==> config.mk <==
export PLATFORM = sky130hd
export DESIGN_NAME = sin_series_sequencer
export DESIGN_NICKNAME = d
export VERILOG_FILES = /design/src/rtl/sin_series_sequencer.sv
export SDC_FILE = /design/constraint.sdc
export NUM_CORES = 2
export LEC_CHECK = 0
export ABC_AREA = 1
export CAP_MARGIN = 30
export CORE_MARGIN = 4
export CORE_UTILIZATION = 38
export DETAILED_ROUTE_END_ITERATION = 6
export HOLD_SLACK_MARGIN = 0.08
export PLACE_DENSITY = 0.63
export SLEW_MARGIN = 20
export SYNTH_ARGS = -nofsm -noshare
export SYNTH_HDL_FRONTEND = slang
export SYNTH_SLANG_ARGS = --single-unit
==> constraint.sdc <==
create_clock -name clock -period 25 [get_ports clock]
set_input_delay 2.5 -clock clock [delete_from_list [all_inputs] [get_ports clock]]
set_output_delay 2.5 -clock clock [all_outputs]
set_load 0.05 [all_outputs]
==> src/rtl/sin_series_sequencer.sv <==
// Sequential Taylor-series sin(x) on IEEE-754 single using one shared fmult and one shared fadd.
// Optional abort input is compiled in with `define SIN_SEQ_ABORT_EN.

module fmult (
  input  logic [31:0] a,
  input  logic [31:0] b,
  output logic [31:0] res
);
  logic              sgn, nanIn, infIn, zeroIn;
  logic [47:0]       p;
  logic [24:0]       mr;
  logic signed [9:0] e;

  always_comb begin
    sgn    = a[31] ^ b[31];
    nanIn  = (&a[30:23] && |a[22:0]) || (&b[30:23] && |b[22:0]);
    infIn  = &a[30:23] || &b[30:23];
    zeroIn = ~|a[30:23] || ~|b[30:23];
    p      = {24'd0, 1'b1, a[22:0]} * {24'd0, 1'b1, b[22:0]};
    e      = $signed({2'b0, a[30:23]}) + $signed({2'b0, b[30:23]}) - 10'sd127;
    // round to nearest even on the 24-bit significand
    if (p[47]) begin
      mr = {1'b0, p[47:24]} + {24'd0, p[23] & (|p[22:0] | p[24])};
      e  = e + 10'sd1;
    end else begin
      mr = {1'b0, p[46:23]} + {24'd0, p[22] & (|p[21:0] | p[23])};
    end
    if (mr[24]) begin
      mr = mr >> 1;
      e  = e + 10'sd1;
    end
    if (nanIn || (infIn && zeroIn)) res = 32'h7FC0_0000;
    else if (infIn)                 res = {sgn, 8'hFF, 23'd0};
    else if (zeroIn || e <= 10'sd0) res = {sgn, 31'd0};
    else if (e >= 10'sd255)         res = {sgn, 8'hFF, 23'd0};
    else                            res = {sgn, e[7:0], mr[22:0]};
  end
endmodule

module fadd (
  input  logic [31:0] a,
  input  logic [31:0] b,
  output logic [31:0] res
);
  logic [31:0]       big;
  logic [30:0]       sml;
  logic [23:0]       mBig, mSml;
  logic [7:0]        d;
  logic [49:0]       sh;
  logic [26:0]       al, n;
  logic [27:0]       sum;
  logic [24:0]       mr;
  logic [4:0]        lz;
  logic signed [9:0] e;
  logic              sub;

  always_comb begin
    if (a[30:0] >= b[30:0]) begin big = a; sml = b[30:0]; end
    else                    begin big = b; sml = a[30:0]; end
    mBig = (|big[30:23]) ? {1'b1, big[22:0]} : 24'd0;
    mSml = (|sml[30:23]) ? {1'b1, sml[22:0]} : 24'd0;
    d    = big[30:23] - sml[30:23];
    // guard/round bits plus a sticky bit collecting everything shifted out
    sh   = {mSml, 26'd0} >> d;
    al   = {sh[49:24], |sh[23:0]};
    sub  = a[31] ^ b[31];
    sum  = sub ? ({1'b0, mBig, 3'd0} - {1'b0, al}) : ({1'b0, mBig, 3'd0} + {1'b0, al});
    lz   = 5'd0;
    for (int i = 0; i < 27; i++) if (sum[i]) lz = 5'(26 - i);
    e    = $signed({2'b0, big[30:23]});
    if (sum[27]) begin
      n = {sum[27:2], sum[1] | sum[0]};
      e = e + 10'sd1;
    end else begin
      n = sum[26:0] << lz;
      e = e - $signed({5'd0, lz});
    end
    mr = {1'b0, n[26:3]} + {24'd0, n[2] & (n[1] | n[0] | n[3])};
    if (mr[24]) begin
      mr = mr >> 1;
      e  = e + 10'sd1;
    end
    if (&a[30:23] || &b[30:23]) begin
      if ((&a[30:23] && |a[22:0]) || (&b[30:23] && |b[22:0]) || (&a[30:23] && &b[30:23] && sub))
        res = 32'h7FC0_0000;
      else
        res = {big[31], 8'hFF, 23'd0};
    end
    else if (sum == 28'd0)  res = 32'd0;
    else if (e <= 10'sd0)   res = {big[31], 31'd0};
    else if (e >= 10'sd255) res = {big[31], 8'hFF, 23'd0};
    else                    res = {big[31], e[7:0], mr[22:0]};
  end
endmodule

module sin_series_sequencer #(
  parameter int N_TERMS = 4
) (
  input  logic        clock,
  input  logic        reset,
  input  logic        start,
  input  logic [31:0] x,
`ifdef SIN_SEQ_ABORT_EN
  input  logic        abort,
`endif
  output logic        busy,
  output logic        done,
  output logic [31:0] result
);
  localparam logic [2:0] IDLE  = 3'd0;
  localparam logic [2:0] SQ    = 3'd1;
  localparam logic [2:0] POW   = 3'd2;
  localparam logic [2:0] SCALE = 3'd3;
  localparam logic [2:0] ACC   = 3'd4;
  localparam logic [2:0] DONE  = 3'd5;
  localparam logic [2:0] K_LAST = 3'(N_TERMS - 1);

  logic [2:0]  state, k;
  logic [31:0] xr, x2, pow, prod, acc;
  logic [31:0] mulA, mulB, mulRes, addRes, coef;
  logic        abortReq;

`ifdef SIN_SEQ_ABORT_EN
  assign abortReq = abort;
`else
  assign abortReq = 1'b0;
`endif

  always_comb begin
    case (k)
      3'd1:    coef = 32'hBE2A_AAAB;
      3'd2:    coef = 32'h3C08_8889;
      3'd3:    coef = 32'hB950_0D01;
      3'd4:    coef = 32'h3638_EF1D;
      default: coef = 32'h0000_0000;
    endcase
    case (state)
      POW:     begin mulA = pow; mulB = x2;   end
      SCALE:   begin mulA = pow; mulB = coef; end
      default: begin mulA = xr;  mulB = xr;   end
    endcase
  end

  fmult uMul (.a(mulA), .b(mulB), .res(mulRes));
  fadd  uAdd (.a(acc),  .b(prod), .res(addRes));

  assign busy = (state != IDLE);
  assign done = (state == DONE);

  always_ff @(posedge clock) begin
    if (reset) begin
      state  <= IDLE;
      k      <= 3'd0;
      xr     <= 32'd0;
      x2     <= 32'd0;
      pow    <= 32'd0;
      prod   <= 32'd0;
      acc    <= 32'd0;
      result <= 32'd0;
    end else if (abortReq && state != IDLE) begin
      state <= IDLE;
    end else begin
      case (state)
        IDLE: if (start) begin
          xr    <= x;
          pow   <= x;
          acc   <= x;
          k     <= 3'd1;
          state <= SQ;
        end
        SQ: begin
          x2 <= mulRes;
          if (N_TERMS == 1) begin
            result <= acc;
            state  <= DONE;
          end else begin
            state <= POW;
          end
        end
        POW: begin
          pow   <= mulRes;
          state <= SCALE;
        end
        SCALE: begin
          prod  <= mulRes;
          state <= ACC;
        end
        ACC: begin
          acc <= addRes;
          // result is captured on entry to DONE so it holds until the next completion
          if (k == K_LAST) begin
            result <= addRes;
            state  <= DONE;
          end else begin
            k     <= k + 3'd1;
            state <= POW;
          end
        end
        default: state <= IDLE;
      endcase
    end
  end
endmodule
### Word-level counts from Yosys, hierarchy flattened

Index checks and enable logic that the tools add are counted.

* register bits: 198
* input bits: 35
* output and inout port bits: 34
* word-level logic and storage cells: 154

* $add $sub $neg: 14
* multipliers: 1
* $lt $le $gt $ge: 5
* equality and inequality tests: 11
* shift operators: 2
* muxes and demuxes: 60
* bitwise operators: 10
* reductions and logical operators: 43

Operators with widths (number)
* 2-to-1 mux 32 bit: 7
* one-hot mux 32 bit (2 select lines): 3
* 2-to-1 mux 31 bit: 6
* 2-to-1 mux 5 bit: 27
* one-hot mux 32 bit (4 select lines): 1
* OR reduction 23 bit: 5
* adder 24 x 1 -> 25 bit: 3
* >> shifter 50 x 8 -> 50 bit: 1
* multiplier 24 x 24 -> 48 bit: 1
* 2-to-1 mux 24 bit: 2
* 2-to-1 mux 23 bit: 2
* 2-to-1 mux 10 bit: 4
* AND reduction 8 bit: 4
* OR reduction 8 bit: 4
* >= comparator 31 bit: 1
* adder 10 x 2 -> 10 bit (second input constant): 3
* adder 27 x 27 -> 28 bit: 1
* logical NOT 28 bit: 1
* 2-to-1 mux 28 bit: 1
* subtractor 27 x 27 -> 28 bit: 1
* 2-to-1 mux 27 bit: 1
* left shift 27 x 5 -> 27 bit: 1
* 2-to-1 mux 25 bit: 1
* OR reduction 24 bit: 1
* 28 further kinds: 64

### Longest topological paths before layout

* word-level depth: 48
* gate-level depth with buffers: 96
* depth with buffers taken out: 93

### Cells and area by module

Synthesis repeated with hierarchy kept, for this count alone.

* cell total of the unflattened synthesis: 6862
* area, all modules: 43518.0 µm²

Modules (own cells, without submodules)
* fmult: instances 1, cells an instance 3556, area an instance 24189.4 µm², seq. area each 0.0 µm²
* fadd: instances 1, cells an instance 2120, area an instance 11025.6 µm², seq. area each 0.0 µm²
* sin_series_sequencer: instances 1, cells an instance 1186, area an instance 8303.0 µm², seq. area each 3963.8 µm²

### Least setup slack after synthesis

OpenSTA, ideal clock, no wires.

* path type: register to register
* start: reg state[0]
* end: reg pow[2]
* library setup time: 74 ps
* arrival: 12045 ps
* data required time: 24926 ps
* slack: 12880 ps
* stages on the path, launching flop included: 72
* buffers on the path: 6
* clock period less this slack: 12120 ps
* path through: dfxtp_1 -> inv_1 -> nor3_1 -> inv_1 -> nand2_1 -> clkbuf_1 -> buf_1 -> nor2_1 -> inv_1 -> o21ai_0 -> clkbuf_1 -> inv_1 -> buf_1 -> nand2_1 -> fa_1 -> inv_1 -> fa_1 -> inv_1 -> [36 not listed] -> inv_1 -> clkbuf_1 -> o21ai_0 -> ha_1 -> nand3_1 -> nor2_1 -> nand3_1 -> nor2_1 -> xor2_1 -> o31ai_1 -> nand2_1 -> clkinv_1 -> nor2_1 -> inv_1 -> clkbuf_1 -> nor3_1 -> nand2_1 -> a31oi_1

* word-level cells in the longest chain between the ends: 16
* elaborated cells on any way between the ends: 49
* classes of those cells: 6 x add/sub; 1 x mul; 2 x order compare; 3 x eq/ne; 11 x mux; 4 x bitwise; 22 x reduce/logical

RTL lines
* from (decl): RTL line 118 `logic [2:0] state, k;`
* from (signal assigned): RTL line 152 `state <= IDLE;`
* from (signal assigned): RTL line 161 `state <= IDLE;`
* from (signal assigned): RTL line 169 `state <= SQ;`
* == test 3 x 2 -> 1 bit (on tied branches): RTL line 137, 163
* OR reduction 2 bit (no line)
* 2-to-1 mux 32 bit: RTL line 137 `case (state)`
* multiplier 24 x 24 -> 48 bit: RTL line 19 `p = {24'd0, 1'b1, a[22:0]} * {24'd0, 1'b1, b[22:0]};`
* OR reduction 23 bit / OR reduction 22 bit (equally long branches): RTL line 23, 26
* bitwise OR 1 bit (on tied branches): RTL line 23, 26
* bitwise AND 1 bit (on tied branches): RTL line 23, 26
* adder 24 x 1 -> 25 bit (on tied branches): RTL line 23, 26
* 2-to-1 mux 25 bit: RTL line 22 `if (p[47]) begin`
* 2-to-1 mux 10 bit: RTL line 28 `if (mr[24]) begin`
* >= comparator 10 x 9 -> 1 bit / <= comparator 10 x 1 -> 1 bit (equally long branches): RTL line 35, 34
* 2-to-1 mux 31 bit / logical OR 1 bit (equally long branches): RTL line 35, 34
* 2-to-1 mux 31 bit: RTL line 34 `else if (zeroIn || e <= 10'sd0) res = {sgn, 31'd0};`
* 2-to-1 mux 31 bit: RTL line 33 `else if (infIn) res = {sgn, 8'hFF, 23'd0};`
* 2-to-1 mux 32 bit: RTL line 32 `if (nanIn || (infIn && zeroIn)) res = 32'h7FC0_0000;`
* one-hot mux 32 bit (2 select lines): RTL line 163 `case (state)`
* to (signal assigned): RTL line 181 `pow <= mulRes;`
* to (decl): RTL line 119 `logic [31:0] xr, x2, pow, prod, acc;`

Parallel ways exist; a longest one is shown, timed or not.
A chain may end at the register's enable or synchronous reset.

### Worst setup path after layout

* start: reg state[0]
* end: reg x2[1]

* word-level cells in the longest chain between the ends: 15
* elaborated cells on any way between the ends: 45
* classes of those cells: 6 x add/sub; 1 x mul; 2 x order compare; 3 x eq/ne; 10 x mux; 4 x bitwise; 19 x reduce/logical

RTL lines
* == test 3 x 2 -> 1 bit: RTL line 137
* OR reduction 2 bit (no line)
* 2-to-1 mux 32 bit: RTL line 137
* multiplier 24 x 24 -> 48 bit: RTL line 19
* OR reduction 23 bit / OR reduction 22 bit (equally long branches): RTL line 23, 26
* bitwise OR 1 bit (on tied branches): RTL line 23, 26
* bitwise AND 1 bit (on tied branches): RTL line 23, 26
* adder 24 x 1 -> 25 bit (on tied branches): RTL line 23, 26
* 2-to-1 mux 25 bit: RTL line 22
* 2-to-1 mux 10 bit: RTL line 28
* >= comparator 10 x 9 -> 1 bit / <= comparator 10 x 1 -> 1 bit (equally long branches): RTL line 35, 34
* 2-to-1 mux 31 bit / logical OR 1 bit (equally long branches): RTL line 35, 34
* 2-to-1 mux 31 bit: RTL line 34
* 2-to-1 mux 31 bit: RTL line 33
* 2-to-1 mux 32 bit: RTL line 32
* to (signal assigned): RTL line 172 `x2 <= mulRes;`
* to (decl): RTL line 119

Parallel ways exist; a longest one is shown, timed or not.

==> results.tsv <==
metric	value	unit
status	completed	
min-delay src	x2[31]	
setup ws final	9.07	ns
syn avg cell area	6.67	µm²
Die Wd	328	µm
initial antenna violation count	3	
vias	38300	
cell family with most CP delay	simple AND/OR/NAND/NOR gates	
Final Hold Fails	0	
CP required	25.39	ns
Post-CTS Setup Inserts	0	
Max clock buf depth	2	
Core Box Area	102000	µm²
CP Capture Type	register	
post-route minimum period	15.93	ns
WL/cell	18.9	µm
H-tree Lvls	4	
Startpoint Class	register	
Crit Path Category	register to register	
setup TNS	0	ns
share of cells above drive strength 1	3.87	%
Worst-Skew Late Latency	0.46	ns
first-pass GRT wire length	209000	µm
remaining global-route overflow	0	
Max Cap Viol	0	
GRT Total Usage	24.6	%
I/O pins	69	
vias in the first global route	36500	
reg2reg start	state[0]	
1st-iter DRT viols	3936	
DIE AREA	108000	µm²
Critical-path top delay cell	nand2_1	
Place WS	9.24	ns
P&R area growth vs syn	6.63	%
Least-Margin Pin Slew	1.08	ns
Antenna Violating Nets Remaining	0	
largest net degree at the start of global routing	92	
Worst Setup SP	state[0]	
DR DRC count	0	
unrepaired setup endpoints after global routing	no	
synthesized area	39000	µm²
Worst-path clk slew	0.08	ns
row cnt	117	
ys async rst share	0	%
Initial Util	38.3	%
synth warn	0	
crit path max fanout	48	
Final setup violation count	0	
CTS tree	yes	
hold_buf cts	0	
number of synthesized register bits	198	
die height	328	µm
Clock Skew	0.0104	ns
worst hold path type	register to register	
post-detail-place hpwl	108000	µm
drt pass-1 iters	6	
fmax	62.8	MHz
CTS Sinks	198	
dominant synthesized flop cell	dfxtp_1	
EDFF count, synth	0	
total CTS buffers	17	
syn_nets	6645	
post_cts resized	0	
DRT Wirelength	135000	µm
CP bufs+invs	17	
Syn Inst Count	5843	
critical path arrival	16.32	ns
vias per inst	5.38	
nets@finish	6550	
Distinct cells, synth	66	
CTS root buffer	clkbuf_16	
slew margin rel.	27.5	%
worst stage delay on the critical path	0.60	ns
Port Buffers	68	
final worst-path cycle share	63.7	%
Final Max Tran Viols	0	
GP Congestion	0.966	
Seq/Total Area, Yosys	10.2	%
==> per-stage QoR <==
stage	hold slack, ns	cell area, µm²	util (%)	std cells
global route	0.463	41500	40.8	7129
detailed placement	0.432	40800	40.1	7087
finish	0.442	41500	40.8	7130
global placement	0.429	40800	40.1	7085
CTS	0.443	41400	40.7	7119
floorplan	0.419	39000	-	5843
==> worst reg2reg max path: cells and delay by family (launching register included) <==
| kind | cells | cell delay [ns] |
|---|---|---|
| DFF | 1 | 0.37 |
| adders and majority gates | 9 | 3.81 |
| and+or+nand+nor | 30 | 5.23 |
| buffers and inverters | 17 | 3.76 |
| xor gates and xnor gates | 1 | 0.22 |
| AOI/OAI and AO/OA | 12 | 2.46 |
==> synth_stat cells (21+ instances only) <==
master / instances / area share [%]
clkinv_1: 21 / 0.20
clkbuf_1: 181 / 1.7
nand4_1: 97 / 1.6
inv_1: 1046 / 10
nor3_1: 49 / 0.63
a211oi_1: 29 / 0.56
a21oi_1: 307 / 3.9
o21ai_1: 40 / 0.51
o21ai_0: 282 / 3.6
nand3_1: 472 / 6.1
nor4_1: 35 / 0.56
inv_2: 30 / 0.29
o21bai_1: 21 / 0.40
buf_2: 31 / 0.40
dfxtp_1: 198 / 10
fa_1: 485 / 25
nand2_1: 1331 / 13
xnor2_1: 37 / 0.83
nor2_1: 552 / 5.3
xor2_1: 88 / 2.0
a31oi_1: 51 / 0.82
ha_1: 282 / 9.1
buf_1: 21 / 0.20
==> cell usage in the layout, fill, tap and decap left out, drive strengths merged, types with 2 or more instances in the layout <==
master / instances
or2: 16
clkinvlp: 3
nor4: 35
o21ai: 327
nand4: 97
nand3b: 6
a31o: 2
xor2: 88
a21o: 2
a31oi: 52
ha: 282
a21boi: 4
a311oi: 3
clkinv: 24
nand3: 477
bufinv: 2
xnor2: 37
o31ai: 8
buf: 70
o21a: 3
inv: 1082
and2: 5
a22oi: 3
o211ai: 7
fa: 485
clkbuf: 20
a211oi: 29
clkdlybuf4s50: 67
nor3: 50
nor2: 569
nor3b: 2
nand2: 1350
a2111oi: 2
o22ai: 12
dfxtp: 198
a21oi: 311
o21bai: 21
==> per-layer routing <==
layer,vias to the layer above,GRT usage [%],wire [µm]
li1,18100,-,-
met1,18200,34.7,58400
met2,1764,37.6,57800
met3,239,5.47,13800
met4,2,7.33,4450
met5,-,0,7
==> layout make-up <==
cell class                      instances  area [µm²]
Antenna cell                            1        2.50
Clock buffer                           18         439
Clock inverter                         14         168
Fill cell                           10800       60200
Inverter                             1097        4120
Multi-Input combinational cell       4295       29900
Sequential cell                       198        3960
Tap cell                             1368        1710
Timing Repair Buffer                  139        1280
==> final timing paths <==
kind,endpoint,slack (ns),cells after the start
min reg2reg,x2[31],0.44,2
min,x2[31],0.44,2
max reg2reg,x2[1],9.07,69
max,x2[1],9.07,69
==> cell families (layout without fill, tap and decap cells) <==
| family | count (synthesis) | in the layout | share of synthesized area [%] |
|---|---|---|---|
| and+or+nand+nor | 2609 | 2609 | 28.4 |
| buffers and inverters | 1350 | 1268 | 13.4 |
| AOI/OAI and AO/OA | 794 | 794 | 11.3 |
| adders and majority gates | 767 | 767 | 34.0 |
| DFF | 198 | 198 | 10.2 |
| xor gates and xnor gates | 125 | 125 | 2.81 |
| other | 0 | 1 | 0 |
==> state kept, by name, indices dropped and copies added, names as in the netlist <==
register  count
acc          32
xr           32
result       32
x2           32
k             3
prod         32
state         3
pow          32
Power is left out: the tool's default activity adds up to more than one toggle a clock period on the data nets, which glitch-free logic cannot reach.
